`src/rtl/pattern_pkg.sv`:
```
// pattern_pkg: shared match pattern, generator FSM states and the generator bit rule
package pattern_pkg;

    localparam logic [2:0] PATTERN = 3'b010;

    typedef enum logic [1:0] {IDLE, SHIFT, DONE} gen_state_t;

    // Alternating 0,1,0,... up to index 2n, then all ones: exactly n overlapping PATTERN windows.
    function automatic logic pattern_bit(input logic [31:0] idx, input logic [31:0] n);
        return (idx > (n << 1)) ? 1'b1 : idx[0];
    endfunction

endpackage

```
`src/rtl/pattern_word_gen.sv`:
```
// pattern_word_gen: builds a word holding N overlapping 010 windows, streamed LSB first and presented in parallel
module pattern_word_gen
    import pattern_pkg::*;
#(
    parameter int WIDTH = 32,
    parameter int CNT_W = 4
) (
    input  logic             clk,
    input  logic             rst,
    input  logic             start,
    input  logic [CNT_W-1:0] req_count,
    output logic             busy,
    output logic             dout,
    output logic             dout_valid,
    input  logic             dout_ready,
    output logic [WIDTH-1:0] word_out,
    output logic             word_valid
);

    localparam int IDX_W = $clog2(WIDTH);

    gen_state_t       state_q, state_d;
    logic [IDX_W-1:0] idx_q, idx_d;
    logic [CNT_W-1:0] n_q, n_d;
    logic [WIDTH-1:0] word_q, word_d;
    logic             busy_q, busy_d;
    logic             wv_q, wv_d;
    logic             bit_w;

    assign bit_w      = pattern_bit(32'(idx_q), 32'(n_q));
    assign dout_valid = (state_q == SHIFT);
    assign dout       = dout_valid & bit_w;
    assign busy       = busy_q;
    assign word_out   = word_q;
    assign word_valid = wv_q;

    always_ff @(posedge clk or posedge rst) begin
        if (rst) begin
            state_q <= IDLE;
            idx_q   <= '0;
            n_q     <= '0;
            word_q  <= '0;
            busy_q  <= 1'b0;
            wv_q    <= 1'b0;
        end else begin
            state_q <= state_d;
            idx_q   <= idx_d;
            n_q     <= n_d;
            word_q  <= word_d;
            busy_q  <= busy_d;
            wv_q    <= wv_d;
        end
    end

    always_comb begin
        state_d = state_q;
        idx_d   = idx_q;
        n_d     = n_q;
        word_d  = word_q;
        busy_d  = busy_q;
        wv_d    = 1'b0;
        case (state_q)
            IDLE: begin
                // a start coinciding with word_valid is dropped so the finished word stays visible for a cycle
                if (start && !wv_q) begin
                    n_d     = req_count;
                    idx_d   = '0;
                    word_d  = '0;
                    busy_d  = 1'b1;
                    state_d = SHIFT;
                end
            end
            SHIFT: begin
                if (dout_ready) begin
                    word_d[idx_q] = bit_w;
                    if (idx_q == IDX_W'(WIDTH - 1)) state_d = DONE;
                    else idx_d = idx_q + 1'b1;
                end
            end
            DONE: begin
                wv_d    = 1'b1;
                busy_d  = 1'b0;
                state_d = IDLE;
            end
            default: state_d = IDLE;
        endcase
    end

endmodule
```
`config.mk`:
```
export PLATFORM = sky130hd
export DESIGN_NAME = pattern_word_gen
export DESIGN_NICKNAME = d
export VERILOG_FILES = /design/src/rtl/pattern_pkg.sv /design/src/rtl/pattern_word_gen.sv
export SDC_FILE = /design/constraint.sdc
export NUM_CORES = 1
export LEC_CHECK = 0
export ABC_AREA = 1
export CAP_MARGIN = 20
export CORE_AREA = 2 2 95 97
export CTS_CLUSTER_DIAMETER = 50
export DETAILED_ROUTE_END_ITERATION = 12
export DIE_AREA = 0 0 97 99
export PLACE_DENSITY = 0.53
export RECOVER_POWER = 25
export SKIP_CTS_REPAIR_TIMING = 1
export SLEW_MARGIN = 20
export SYNTH_ARGS = -nofsm -noshare
export SYNTH_HDL_FRONTEND = slang
export SYNTH_SLANG_ARGS = --single-unit
```
`constraint.sdc`:
```
create_clock -name clk -period 2.1 [get_ports clk]
set_input_delay 0.525 -clock clk [delete_from_list [all_inputs] [get_ports clk]]
set_output_delay 0.525 -clock clk [all_outputs]
set_load 0.05 [all_outputs]
```
* After elaboration in Yosys (flattened, before gate mapping) *
Cells that the tools add are included.

operators by class
  add/sub/neg operators = 1
  $lt $le $gt $ge = 3
  equality and inequality tests = 7
  multiplexer cells = 18
  bitwise gates (word level) = 1
  reductions and logical operators = 11

operators by type and width
  kind                 number
  $mux 32              2
  $pmux 32 s2          1
  $bwmux 32            1
  $mux 5               3
  $pmux 5 s2           1
  $lt 5x6->1 const B   1
  $mux 2               3
  $reduce_and 3->1     2
  $add 5x1->5 const B  1
  $demux 1 s5          1
  $eq 5x5->1 const B   1
  $ge 5x1->1 const B   1
  $gt 5x5->1           1
  $mux 1               4
  $ne 2x1->1 const B   2
  $ne 2x2->1 const B   2
  $pmux 2 s2           1
  $reduce_and 2->1     2
  $reduce_and 4->1     1
  $reduce_bool 2->1    2
  $eq 2x1->1 const B   1
  $eq 2x2->1 const B   1
  $logic_and 1x1->1    2
  $logic_not 2->1      1
  other kinds (3)      3

storage, ports and cells
  register bits = 45
  input port bits = 8
  output and inout bits = 36
  word-level logic and storage cells = 47

* Depth between registers and ports, before layout *
Gate-level depths: netlist of the first run.

  word-level depth = 7
  mapped depth = 12
  gate-level depth less buffers = 11

* Least setup slack after synthesis of the first run *
No wires, ideal clock.

  kind = reg2out
  start = reg idx_q[4]
  end = out dout
  arrival time = 1.719 ns
  data required time = 1.575 ns
  path slack = -0.144 ns
  stages on the path, launching flop included = 8
  buffers on the path = 0
  cells stage by stage = dfrtp_1 -> ha_1 -> nand2_1 -> inv_1 -> nand2_1 -> nand2_1 -> nand2_1 -> a21oi_1

between the ends
  word-level cells in the longest chain between the ends = 3

RTL lines
  what                    line                    RTL
  from (decl)             pattern_word_gen.sv:23  logic [IDX_W-1:0] idx_q, idx_d;
  from (signal assigned)  pattern_word_gen.sv:47  idx_q <= idx_d;
  $gt 5x5->1              pattern_pkg.sv:10       return (idx > (n << 1)) ? 1'b1 : idx[0];
  $mux 1                  pattern_pkg.sv:10
  $and 1x1->1             pattern_word_gen.sv:32  assign dout = dout_valid & bit_w;
  to (decl)               pattern_word_gen.sv:13  output logic dout,

No other way between the ends.

* Final worst setup path of the first run *
Same ends and word-level chain as after synthesis.

==> metrics.txt, run 1 <==
Top Metal Used met4; most frequent cells in the layout 84 x nand2_1, 67 x nand3_1, 44 x dfrtp_1; top cells by area, synth dfrtp_1 45%, nand3_1 13%, nand2_1 13%; Clock Tree Buf Depth 2; # IOs 44; Worst Hold Class flip-flop to flip-flop; worst reg2reg path endpoint idx_q[4]$_DFFE_PP0P_; most common cell after layout, fill and taps aside nand2_1; hold_sp state_q[0]$_DFFE_PP0P_; Layout Skew roughly 17 ps; Slew Limit Fails 0; Iter 0 DRT Violations roughly 160; leading area contributor after synthesis dfrtp_1; Via density approximately 4.6; CP Class flip-flop to output port; sw frac between 40% and 50%; share of cells above drive strength 1 between 10% and 20%; DRC 0; Max-Cap Viols 0; sequential share of the synthesized area 44.58%; Tcrit/Tclk final 101.7%; TritonCTS buffer count 5; Synth Instances roughly 340; DR WL met2 3028 um; Worst Max-Slew Pin Slew 1198 ps; crit-path max FO 3; Power Density around 1100 nW/um2; hold path endpoint word_valid$_DFF_PP0_; initial antenna violation count 0; post-synthesis cell type count 25; H-tree depth 2; syn nets 360; worst vdd ir 0.0005177 V; Hold Fails Final Rpt 0; Layout area overhead 28.83%; CP Capture Type output port; Core Area 8551 um2; Seq pwr share approximately 31%; Die X-Extent just under 100 um; setup ws final -35.89 ps; post-layout util 38.06%; Clock Root Buffer clkbuf_8; Final min period around 2100 ps; Slew headroom 20.14%; share of the synthesized area in the top cell type between 40% and 50%; total global routing overflow 0; Worst Reg-to-Reg Cells 12; global placer's final weighted congestion 0.7985; hold depth 1; Register-to-Register Setup Slack 230 ps; setup violators final 1; RR Startpoint idx_q[1]$_DFFE_PP0P_; Post-DRT Antenna Nets 0; CTS tree done; vias in the first global route roughly 2300; drt first pass iters 4; clock share of power between 15 and 20%; number of inserted diodes 0; via count approximately 2300; FMAX ~470 MHz; Post-Synthesis Cell Area about 2500 um2; Initial Util between 20 and 30%; sw power 1686 uW; WP data arrival around 1600 ps; clock sink total 45; die area about 9600 um2; num rows 34; Reg clk slew, reported paths 90 ps; failing checks negative setup slack; flops & latches, synth 45; All-Layer GR Usage roughly 15%; Finished Cell Area 3254 um2; global-route wire length before repair about 11000 um; Cell Area, Placed roughly 3100 um2; Worst Setup Start Kind flip-flop; outcome finished with violations; Yosys Warn Count 0; M1 wire length 3267 um; Port Buffers 43; HPWL Detailed around 4700 um; FILL cells around 900; worst skew pair latency just over 300 ps; die height about 99 um; Comb power frac 54.1%; Lkg Pwr 0.001704 uW; Post-Syn Area per Cell about 7.4 um2; cell internal pwr between 1500 and 2000 uW; total wire length ~6600 um; Worst EP required 1570 ps; layout net count just over 400; Routed wire per std cell 13.15 um; RSZ-0062 raised after global routing true; routed wl met3 roughly 200 um; largest net degree at the start of global routing 46
critical path, cell delays in order (launching register included):
cell and delay (ps):
dfrtp_2 450, ha_4 280, nand2_2 40, inv_2 40
nand2_1 40, nand2_1 60, nand2_2 80, a21oi_4 170
buf_12 150
routing by layer:
metal  GRT usage [%]  up-vias
li1                -     1183
met1           19.82     1096
met2           24.15       38
met3           3.121        6
met4           3.575        0
met5               0        -
final cells by class:
cell class                      instances  area [um2]  share of cell area [%]
Clock buffer                            7       76.32                   2.345
Clock inverter                          1       7.507                  0.2307
Inverter                               45       168.9                   5.190
Multi-Input combinational cell        238        1191                   36.60
Sequential cell                        45        1127                   34.64
Tap cell                              108       135.1                   4.152
Timing Repair Buffer                   56       548.0                   16.84
sequential cells by signal, summed over array words and instances, names as in the netlist:
| register | count |
|---|---|
| idx_q | 5 |
| n_q | 4 |
| state_q | 2 |
| word_out | 32 |
| word_valid | 1 |
| busy | 1 |
Yosys cell counts:
library cell	n
buf_6	2
o21ai_0	4
ha_1	9
mux2_2	1
clkbuf_1	3
nor2_1	42
o211ai_1	1
nand2_2	2
inv_1	44
o21bai_1	9
nand4_1	1
a21oi_1	8
buf_2	7
nor2_2	1
nand3_2	1
inv_2	1
buf_1	2
nor3_1	1
o22ai_1	2
dfrtp_1	45
nand2_4	1
nand2_1	87
buf_4	1
nand3_1	67
o21ai_1	1
worst max-delay path by stage:
| stage | startpoint | slack, ps | to |
|---|---|---|---|
| 6_report | idx_q[4]$_DFFE_PP0P_ | -40 | dout |
| 5_1_grt | idx_q[2]$_DFFE_PP0P_ | -120 | dout |
| 4_1_cts | idx_q[4]$_DFFE_PP0P_ | -180 | dout |
| 3_5_place_dp | start | 140 | word_out[17]$_DFFE_PP0P_ |
| 3_3_place_gp | idx_q[4]$_DFFE_PP0P_ | 150 | dout |
| 2_1_floorplan | idx_q[4]$_DFFE_PP0P_ | 120 | dout |
metrics by stage:
| step | hold WS, ps | instances | total power, uW | worst slack [ps] | TNS, ps |
|---|---|---|---|---|---|
| 2_1_floorplan | 476.5 | 343 | 2354 | 115.3 | 0 |
| 3_3_place_gp | 489.7 | 488 | 2909 | 148.6 | 0 |
| 3_5_place_dp | 482.0 | 488 | 2913 | 140.2 | 0 |
| 4_1_cts | 510.3 | 496 | 3468 | -183.5 | -183.5 |
| 5_1_grt | 550.1 | 500 | 3795 | -117.2 | -160.6 |
| 6_report | 506.0 | 500 | 3509 | -35.89 | -35.89 |
power by group through the flow:
stage | combinational, uW | sequential, uW | clock, uW
after floorplan | 1120 | 1230 | 0
after global placement | 1820 | 1090 | 0
after detailed placement | 1820 | 1090 | 0
after CTS | 1830 | 1070 | 563
after global routing | 2100 | 1090 | 599
final | 1900 | 1070 | 538
kinds of logic after synthesis:
| kind of cell | synth area share [%] |
|---|---|
| AO/OA/AOI/OAI | 6.042 |
| adder cells (fa/ha/maj) | 4.458 |
| buffers and inverters | 10.00 |
| flip-flops | 44.58 |
| multiplexers | 0.4457 |
| AND/OR/NAND/NOR | 34.47 |
(Power assumes the default switching activity.)
==> run 2: changes to the inputs <==
--- a/config.mk
+++ b/config.mk
@@ -13,7 +13,6 @@
 export DIE_AREA = 0 0 97 99
 export PLACE_DENSITY = 0.53
 export RECOVER_POWER = 25
-export SKIP_CTS_REPAIR_TIMING = 1
 export SLEW_MARGIN = 20
 export SYNTH_ARGS = -nofsm -noshare
 export SYNTH_HDL_FRONTEND = slang
==> run 2 against run 1 <==
The flow still finishes with violations (negative setup slack). Critical path depth unchanged. Largest power group unchanged. Global-route usage is 0.12 points higher. Wire length hardly changed. Flip-flop and latch count is the same. First-iteration DRC count is 9.7% higher. Sequential power barely moved. Via count up 0.22%.
==> metrics.txt, run 2 (synthesis gave the netlist of run 1 again) <==
Worst Hold Class flip-flop to flip-flop; via count 2328; failing checks negative setup slack; Port Buffers 43; Core Area 8551 um2; hold slack between 500 and 600 ps; H-tree depth 2; Reg clk slew, reported paths approximately 80 ps; setup ws final -7.026 ps; Worst EP required ~1600 ps; total global routing overflow 0; WP data arrival between 1500 and 2000 ps; Power Density between 1000 and 1500 nW/um2; setup violators final 1; die area ~9600 um2; Critical Path Source idx_q[4]$_DFFE_PP0P_; worst vdd ir a little over 0.0005 V; vias in the first global route about 2300; TritonCTS buffer count 5; Largest stage delay, worst path 440 ps; Via density approximately 4.7; Worst Setup Start Kind flip-flop; global-route wire length before repair around 11000 um; Slew headroom about a fifth; most common cell after layout, fill and taps aside nand2_1; area of the multi-input gates between 1000 and 1500 um2; Cell Area, Placed 3114 um2; Hold Fails Final Rpt 0; post-layout util a little under two fifths; CP Class flip-flop to output port; FMAX between 400 and 500 MHz; outcome finished with violations; clock sink total 45; Post-DRT Antenna Nets 0; number of inserted diodes 0; register area roughly 1100 um2; All-Layer GR Usage about 15%; Clock Root Buffer clkbuf_8; RR Startpoint idx_q[1]$_DFFE_PP0P_; Initial Util between 20 and 30%; worst skew pair latency 300 ps; HPWL Detailed 4660 um; CP Capture Type output port; total wire length around 6600 um; most frequent cells in the layout 84 x nand2_1, 67 x nand3_1, 44 x dfrtp_1; RSZ-0062 raised after global routing true; hold_sp state_q[0]$_DFFE_PP0P_; Layout area overhead 28.83%; CTS tree done; num rows 34; Die X-Extent around 97 um; global placer's final weighted congestion around 0.80; initial antenna violation count 0; FILL cells 915; largest net degree at the start of global routing 46; Tcrit/Tclk final 100.3%; Finished Cell Area 3254 um2; DRC 0; Lkg Pwr roughly 0.0017 uW; layout net count a little over 400; Clock Tree Buf Depth 2; die height between 90 and 100 um; # IOs between 40 and 50; Max-Cap Viols 0; Layout Skew 14.09 ps; fin cells 500; crit-path max FO 2; Final min period around 2100 ps; highest-delay cell along the critical path dfrtp_2; pre-CTS setup slack 140.2 ps; drt first pass iters 4; Inst Count DP approximately 500; Routed wire per std cell about 13 um; Worst Max-Slew Pin Slew about 1200 ps; worst-path cell chain ha_4, nand2_2, inv_2, nand2_1, nand2_1, nand2_2, a21oi_4, buf_12; share of cells above drive strength 1 approximately 11%; max reg flops 32; Iter 0 DRT Violations between 150 and 200; Slew Limit Fails 0
==> run 2: cell counts in the layout (fill, tap and decap cells not counted) <==
No cell type changed its count.
==> run 2: final cells by class <==
class / count / area share (%)
clock buffers: 7 / 2.345
well taps: 108 / 4.152
repair buffers: 56 / 16.84
clock inverters: 1 / 0.2307
inverters: 45 / 5.190
flip-flops and latches: 45 / 34.64
multi-input cells: 238 / 36.60
==> run 2: timing repair <==
| item | in CTS | in global routing |
|---|---|---|
| resized for setup | 3 | 7 |
| setup buffers | 2 | 2 |
| hold buffers | 0 | 0 |
| pin swaps | 1 | 7 |
| cloned | 0 | 0 |
| setup endpoints to repair | 1 | 1 |
==> run 2: per-layer routing <==
metal	global-route usage, %	share of wire (%)	wire length, um	vias up
met5	0	0	0	-
met4	3.575	1.2	76	0
met3	3.121	3.4	222	8
met2	24.41	46	3032	38
met1	19.96	49	3240	1101
li1	-	-	-	1181
==> run 2: path summary, 6_finish.rpt <==
| path | end | slack [ps] | cells after the start |
|---|---|---|---|
| worst max-delay path | dout | -7 | 8 |
| min in group asynchronous | word_out[7]$_DFFE_PP0P_ | 1060 | 3 |
| worst min register to register | word_valid$_DFF_PP0_ | 510 | 1 |
| worst min-delay path | word_valid$_DFF_PP0_ | 510 | 1 |
| max in group asynchronous | idx_q[4]$_DFFE_PP0P_ | 250 | 3 |
| worst max register to register | idx_q[4]$_DFFE_PP0P_ | 350 | 11 |
==> run 2: where the power goes <==
group	total (uW)	internal, uW	switching [uW]
Combinational	1890	587	1300
Sequential	1070	992	78.7
Clock	536	236	300
Total	3490	1820	1680
==> run 2: through the flow <==
stage               TNS, ps  total power, uW
finish               -7.026             3495
global route         -134.0             3788
CTS                  -74.37             3487
detailed placement        0             2913
global placement          0             2909
floorplan                 0             2354
==> run 2: worst max-delay path, delay by kind of cell (launching register included) <==
family	cells	cell delay (ps)
AOI/OAI and AO/OA	1	140
adders and majority gates	1	280
buffers and inverters	2	190
DFF	1	440
and+or+nand+nor	4	230
